<file path="config.mk">
export PLATFORM = sky130hd
export DESIGN_NAME = fp_mul_sequencer_flat
export DESIGN_NICKNAME = d
export VERILOG_FILES = /design/src/rtl/fp_mul_sequencer_pkg.sv /design/src/rtl/fp_mul_sequencer_if.sv /design/src/rtl/fp_mul_sequencer_rr_arbiter.sv /design/src/rtl/fp_mul_sequencer.sv /design/src/flat_wrapper.sv
export SDC_FILE = /design/constraint.sdc
export NUM_CORES = 1
export LEC_CHECK = 0
export CORE_AREA = 5 5 311 313
export DETAILED_ROUTE_END_ITERATION = 10
export DIE_AREA = 0 0 316 318
export PLACE_DENSITY = 0.41
export RECOVER_POWER = 100
export SLEW_MARGIN = 20
export SYNTH_ARGS = -nofsm -noshare
export SYNTH_HDL_FRONTEND = slang
export SYNTH_SLANG_ARGS = --single-unit
</file>
<file path="constraint.sdc">
create_clock -name clk -period 9.7 [get_ports clk]
set_input_delay 2.425 -clock clk [delete_from_list [all_inputs] [get_ports clk]]
set_output_delay 2.425 -clock clk [all_outputs]
set_load 0.005 [all_outputs]
</file>
<file path="src/rtl/fp_mul_sequencer_pkg.sv">
// Shared types and widths for the FP multiply sequencer and its arbiter.
package fp_mul_pkg;
  localparam int MANT_W = 64;
  localparam int PROD_W = 128;

  typedef enum logic [1:0] {IDLE, BUSY, DONE} state_e;
endpackage

</file>
<file path="src/rtl/fp_mul_sequencer_if.sv">
// Reservation-station request bus and CDB result bus of the multiply sequencer.
interface fp_mul_sequencer_if
  import fp_mul_pkg::*;
#(
  parameter int NUM_RS = 3,
  parameter int TAG_W  = 4
);
  logic [NUM_RS-1:0]        req;
  logic [NUM_RS*TAG_W-1:0]  req_tag;
  logic [NUM_RS*MANT_W-1:0] req_a;
  logic [NUM_RS*MANT_W-1:0] req_b;
  logic [NUM_RS-1:0]        grant;
  logic                     cdb_valid;
  logic [TAG_W-1:0]         cdb_tag;
  logic [PROD_W-1:0]        cdb_prod;
  logic                     cdb_ready;

  modport master (
    output req, req_tag, req_a, req_b, cdb_ready,
    input  grant, cdb_valid, cdb_tag, cdb_prod
  );

  modport slave (
    input  req, req_tag, req_a, req_b, cdb_ready,
    output grant, cdb_valid, cdb_tag, cdb_prod
  );
endinterface

</file>
<file path="src/rtl/fp_mul_sequencer_rr_arbiter.sv">
// Round-robin arbiter: first set request after ptr_i, wrapping; grant only when enabled.
module rr_arbiter #(
  parameter  int NUM_RS = 3,
  localparam int IDX_W  = (NUM_RS > 1) ? $clog2(NUM_RS) : 1
) (
  input  logic [NUM_RS-1:0] req_i,
  input  logic [IDX_W-1:0]  ptr_i,
  input  logic              en_i,
  output logic [NUM_RS-1:0] grant_o,
  output logic [IDX_W-1:0]  idx_o,
  output logic              any_o
);
  always_comb begin
    int j;
    j       = 0;
    grant_o = '0;
    idx_o   = '0;
    any_o   = 1'b0;
    // Offsets 1..NUM_RS visit every station once, the last-served one last.
    for (int k = 1; k <= NUM_RS; k++) begin
      j = int'(ptr_i) + k;
      if (j >= NUM_RS) j = j - NUM_RS;
      if (!any_o && req_i[j]) begin
        any_o = 1'b1;
        idx_o = IDX_W'(j);
      end
    end
    if (en_i && any_o) grant_o[idx_o] = 1'b1;
  end
endmodule

</file>
<file path="src/rtl/fp_mul_sequencer.sv">
// Issues one RS operand pair to the shared mantissa multiplier, holds it for
// LATENCY cycles, then offers the product on the CDB.
module fp_mul_sequencer
  import fp_mul_pkg::*;
#(
  parameter int NUM_RS  = 3,
  parameter int TAG_W   = 4,
  parameter int LATENCY = 4
) (
  input  logic                   clk,
  input  logic                   rst,
  input  logic                   flush_i,
  fp_mul_sequencer_if.slave      bus,
  output logic [MANT_W-1:0]      mul_a_o,
  output logic [MANT_W-1:0]      mul_b_o,
  input  logic [PROD_W-1:0]      mul_prod_i,
  output logic                   busy_o
);
  localparam int IDX_W = (NUM_RS > 1) ? $clog2(NUM_RS) : 1;
  localparam int CNT_W = (LATENCY > 1) ? $clog2(LATENCY) : 1;

  state_e              state_q;
  logic [CNT_W-1:0]    cnt_q;
  logic [IDX_W-1:0]    rr_ptr_q;
  logic [TAG_W-1:0]    tag_q;
  logic [TAG_W-1:0]    cdb_tag_q;
  logic [PROD_W-1:0]   cdb_prod_q;
  logic                cdb_valid_q;
  logic [MANT_W-1:0]   mul_a_q;
  logic [MANT_W-1:0]   mul_b_q;

  logic                issue_slot;
  logic                any_req;
  logic                do_issue;
  logic [IDX_W-1:0]    win_idx;
  logic [NUM_RS-1:0]   grant;
  logic [MANT_W-1:0]   mul_a_d;
  logic [MANT_W-1:0]   mul_b_d;
  logic [TAG_W-1:0]    tag_d;

  // Reset is folded in so grant stays low while the block is held in reset.
  assign issue_slot = !rst && !flush_i &&
                      ((state_q == IDLE) || ((state_q == DONE) && bus.cdb_ready));
  assign do_issue   = issue_slot && any_req;

  rr_arbiter #(.NUM_RS(NUM_RS)) u_arb (
    .req_i   (bus.req),
    .ptr_i   (rr_ptr_q),
    .en_i    (issue_slot),
    .grant_o (grant),
    .idx_o   (win_idx),
    .any_o   (any_req)
  );

  assign mul_a_d = bus.req_a[int'(win_idx)*MANT_W +: MANT_W];
  assign mul_b_d = bus.req_b[int'(win_idx)*MANT_W +: MANT_W];
  assign tag_d   = bus.req_tag[int'(win_idx)*TAG_W +: TAG_W];

  always_ff @(posedge clk or posedge rst) begin
    if (rst) begin
      state_q     <= IDLE;
      cnt_q       <= '0;
      rr_ptr_q    <= IDX_W'(NUM_RS - 1);
      tag_q       <= '0;
      cdb_tag_q   <= '0;
      cdb_prod_q  <= '0;
      cdb_valid_q <= 1'b0;
      mul_a_q     <= '0;
      mul_b_q     <= '0;
    end else if (flush_i) begin
      // Operand and product registers keep their contents; only control is killed.
      state_q     <= IDLE;
      cdb_valid_q <= 1'b0;
    end else begin
      case (state_q)
        IDLE: ;
        BUSY: begin
          if (cnt_q == '0) begin
            cdb_prod_q  <= mul_prod_i;
            cdb_tag_q   <= tag_q;
            cdb_valid_q <= 1'b1;
            state_q     <= DONE;
          end else begin
            cnt_q <= cnt_q - 1'b1;
          end
        end
        DONE: begin
          if (bus.cdb_ready) begin
            cdb_valid_q <= 1'b0;
            state_q     <= IDLE;
          end
        end
        default: state_q <= IDLE;
      endcase
      // Issue only happens from IDLE or an accepted DONE, so it overrides the case.
      if (do_issue) begin
        mul_a_q  <= mul_a_d;
        mul_b_q  <= mul_b_d;
        tag_q    <= tag_d;
        rr_ptr_q <= win_idx;
        cnt_q    <= CNT_W'(LATENCY - 1);
        state_q  <= BUSY;
      end
    end
  end

  assign bus.grant     = grant;
  assign bus.cdb_valid = cdb_valid_q;
  assign bus.cdb_tag   = cdb_tag_q;
  assign bus.cdb_prod  = cdb_prod_q;
  assign mul_a_o       = mul_a_q;
  assign mul_b_o       = mul_b_q;
  assign busy_o        = (state_q != IDLE);
endmodule

</file>
<file path="src/flat_wrapper.sv">
// flat-port wrapper written by rule: the top's interface ports become plain ports
module fp_mul_sequencer_flat import fp_mul_pkg::*;
#(
  parameter int NUM_RS  = 3,
  parameter int TAG_W   = 4,
  parameter int LATENCY = 4
)
  (clk, rst, flush_i, mul_a_o, mul_b_o, mul_prod_i, busy_o, bus_req, bus_req_tag, bus_req_a, bus_req_b, bus_cdb_ready, bus_grant, bus_cdb_valid, bus_cdb_tag, bus_cdb_prod);
  fp_mul_sequencer_if #(.NUM_RS(NUM_RS), .TAG_W(TAG_W)) bus_i ();
  input  logic clk;
  input  logic rst;
  input  logic flush_i;
  output logic [MANT_W-1:0] mul_a_o;
  output logic [MANT_W-1:0] mul_b_o;
  input  logic [PROD_W-1:0] mul_prod_i;
  output logic busy_o;
  input wire logic [$bits(bus_i.req)-1:0] bus_req;
  input wire logic [$bits(bus_i.req_tag)-1:0] bus_req_tag;
  input wire logic [$bits(bus_i.req_a)-1:0] bus_req_a;
  input wire logic [$bits(bus_i.req_b)-1:0] bus_req_b;
  input wire logic [$bits(bus_i.cdb_ready)-1:0] bus_cdb_ready;
  output wire logic [$bits(bus_i.grant)-1:0] bus_grant;
  output wire logic [$bits(bus_i.cdb_valid)-1:0] bus_cdb_valid;
  output wire logic [$bits(bus_i.cdb_tag)-1:0] bus_cdb_tag;
  output wire logic [$bits(bus_i.cdb_prod)-1:0] bus_cdb_prod;
  assign bus_i.req = bus_req;
  assign bus_i.req_tag = bus_req_tag;
  assign bus_i.req_a = bus_req_a;
  assign bus_i.req_b = bus_req_b;
  assign bus_i.cdb_ready = bus_cdb_ready;
  assign bus_grant = bus_i.grant;
  assign bus_cdb_valid = bus_i.cdb_valid;
  assign bus_cdb_tag = bus_i.cdb_tag;
  assign bus_cdb_prod = bus_i.cdb_prod;
  fp_mul_sequencer #(.NUM_RS(NUM_RS), .TAG_W(TAG_W), .LATENCY(LATENCY)) u_core (.clk(clk), .rst(rst), .flush_i(flush_i), .bus(bus_i), .mul_a_o(mul_a_o), .mul_b_o(mul_b_o), .mul_prod_i(mul_prod_i), .busy_o(busy_o));
endmodule
</file>
==> metrics.txt <==
clock slew at reported path FFs=0.05 ns; final setup violation count=0; Synth Cell Area=0.0119 mm2; cell with the most instances after synthesis=dfrtp_1; Yosys top cell by area=dfrtp_1; Final Hold Fails=0; worst-path fanout max=24; CTS Buf Count=37; Worst setup EP type=output port; Worst R2R Setup Slack=3.57 ns; Die H=318 um; placer's final routability congestion estimate=0.842; IO Pins=796; core footprint=0.0940 mm2; clock skew=0.00863 ns; ANT nets after route=0; via count=11,400; crit path launch=bus_req[1]; Total GRT Usage=11.5%; global route total overflow=0; PortBufs=795; DRT iter0 DRCs=482; ratio of cells with drive above 1 in the final layout=11.7%; Global Route met3 Usage=4.42%; Resized Gates After CTS=0; WL/cell=20.3 um; Total Routed Length=60,900 um; top_reg_cell synth=dfrtp_1; synthesized flop and latch total=271; final setup TNS=0 ns; Die W=316 um; # rows=113; met1 usage=12.2%; largest net degree at the start of global routing=133; Synth Instances=948; first-pass GRT wire length=86,700 um; final slew viol count=383; Initial Utilization=12.6%; data required time at the worst endpoint=7.28 ns; setup bufs post-CTS=0; main area contributors after synthesis=dfrtp_1, mux2_2, a221oi_1; fin nets=2,241; minimum clock period=8.06 ns; Final HPWL DP=47,100 um; Max Root-Sink Buffers=3; Mean Syn Cell Area=12.5 um2; worst flop-to-flop path startpoint=u_core.cnt_q[0]; violated checks=capacitance limit, slew limit; Yosys top cell area share=56.9%; Seq/Total Area, Yosys=57.1%; clock tree sinks=271; LEAKAGE=8.75 nW; Vias/cell=3.79; Worst VDD drop=0.203 mV; Slowest-stage cell, CP=clkbuf_1; Distinct cells, synth=40; synth warn=0; die area=0.100 mm2; Critical Path Max Stage Delay=0.99 ns; Worst EP arrival=5.64 ns; Area Growth Syn to Fin=87.7%; clk_lat worst skew=0.54 ns; min-delay worst type=reg -> reg; Post-Place Cell Area=0.0212 mm2; Post-synth ARST share=100%; Buf/Inv on CP=3; max frequency=0.124 GHz; vias in the first global route=12,500; EDFF count, synth=0; crit-path cells=dlygate4sd3_1 > o21ai_0 > and3_1 > o221ai_1 > o21ai_4 > clkbuf_1 > nor3_1 > dlygate4sd3_1; Final Cycle Share=83.1%; TritonCTS clock tree=yes; Cell Pwr Density=267 mW/mm2; slew margin rel.=-159%; top cells by count, synth=dfrtp_1, nor2_1, a221oi_1, mux2_2, o2bb2ai_1; most frequent cell on the critical path=dlygate4sd3_1; initial antenna violation count=9; htree depth=2; status=finished, violations left; busiest grt layer=met2; # DRC=0; Setup CP Type=in -> out; Hold Buf Count CTS=0; Clock Tree Root=clkbuf_16; post-route cell area=0.0223 mm2; maxcap violations=4; worst-margin pin slew=3.88 ns; syn nets=1,484; RSZ-0062 raised after global routing=false; Hold Path Origin=u_core.bus.cdb_prod[15]; CP delay by family, top=buffers and inverters; crit path launch type=primary input; met2 Use GR=20.5%; Pre-Repair DR Iteration Count=4
==> where the power goes <==
part	total (mW)	internal, mW	switching, mW
Combinational	2.71	1.40	1.31
Sequential	1.96	1.69	0.270
Clock	1.29	0.768	0.525
Total	5.96	3.85	2.11
==> per-stage QoR <==
| step | power, mW | setup slack, ns | utilization [%] | instances | hold slack (ns) |
|---|---|---|---|---|---|
| floorplan | 3.09 | 3.69 | - | 948 | 0.479 |
| global placement | 4.95 | 2.16 | 22.6 | 2931 | 0.488 |
| detailed placement | 5.00 | 2.12 | 22.6 | 2931 | 0.494 |
| CTS | 6.37 | 2.11 | 23.8 | 2992 | 0.506 |
| global route | 6.39 | 1.24 | 23.7 | 2997 | 0.509 |
| finish | 5.96 | 1.64 | 23.7 | 2999 | 0.497 |
==> logic make-up (layout without fill, tap and decap cells) <==
| kind of cell | Yosys count | after routing | share of synthesized area [%] |
|---|---|---|---|
| other | 0 | 7 | 0 |
| flip-flops | 271 | 271 | 57.1 |
| buffers and inverters | 94 | 873 | 3.34 |
| AND/OR/NAND/NOR | 160 | 160 | 5.64 |
| multiplexers | 135 | 135 | 12.8 |
| adder cells (fa/ha/maj) | 5 | 5 | 0.527 |
| AO/OA/AOI/OAI | 282 | 282 | 20.6 |
| XOR/XNOR | 1 | 1 | 0.0738 |
==> sequential cells by signal, summed over array words and instances, names as in the netlist <==
name and cells:
u_core.cnt_q 2, u_core.tag_q 4, u_core.state_q 2, u_core.mul_b_o 64, u_core.mul_a_o 64, u_core.rr_ptr_q 2, u_core.bus.cdb_valid 1, u_core.bus.cdb_tag 4
u_core.bus.cdb_prod 128
==> metal layers <==
layer  wire length [um]  share of wire [%]
met5                  0                  0
met4               2060                3.4
met3               6230                 10
met2              30700                 50
met1              21900                 36
==> cells in the final DEF (no fill, tap or decap), types with 5 or more instances in the layout <==
cell type / count
clkbuf_8: 9
buf_4: 6
nor2_1: 133
nand2_1: 8
ha_1: 5
mux2_2: 132
dlygate4sd3_1: 269
clkbuf_16: 37
diode_2: 7
o2bb2ai_1: 132
clkdlybuf4s50_1: 526
dfrtp_1: 270
a221oi_1: 132
clkbuf_1: 13
==> final timing paths <==
path                                                end  cells after the start
worst max-delay path                       bus_grant[0]                      8
worst min-delay path            u_core.bus.cdb_prod[15]                      1
worst max register to register   u_core.bus.cdb_prod[8]                      7
worst min register to register  u_core.bus.cdb_prod[15]                      1
max in group asynchronous            u_core.mul_a_o[26]                      3
min in group asynchronous       u_core.bus.cdb_prod[77]                      2
==> area by class of cell <==
class / count / area, um2
Fill cell: 10100 / 71700
Timing Repair Buffer: 807 / 8050
Sequential cell: 271 / 6780
Multi-Input combinational cell: 583 / 4730
Tap cell: 1265 / 1580
Clock buffer: 57 / 1090
Clock inverter: 4 / 27.5
Inverter: 5 / 20.0
Antenna cell: 7 / 17.5
(Power assumes the default switching activity.)
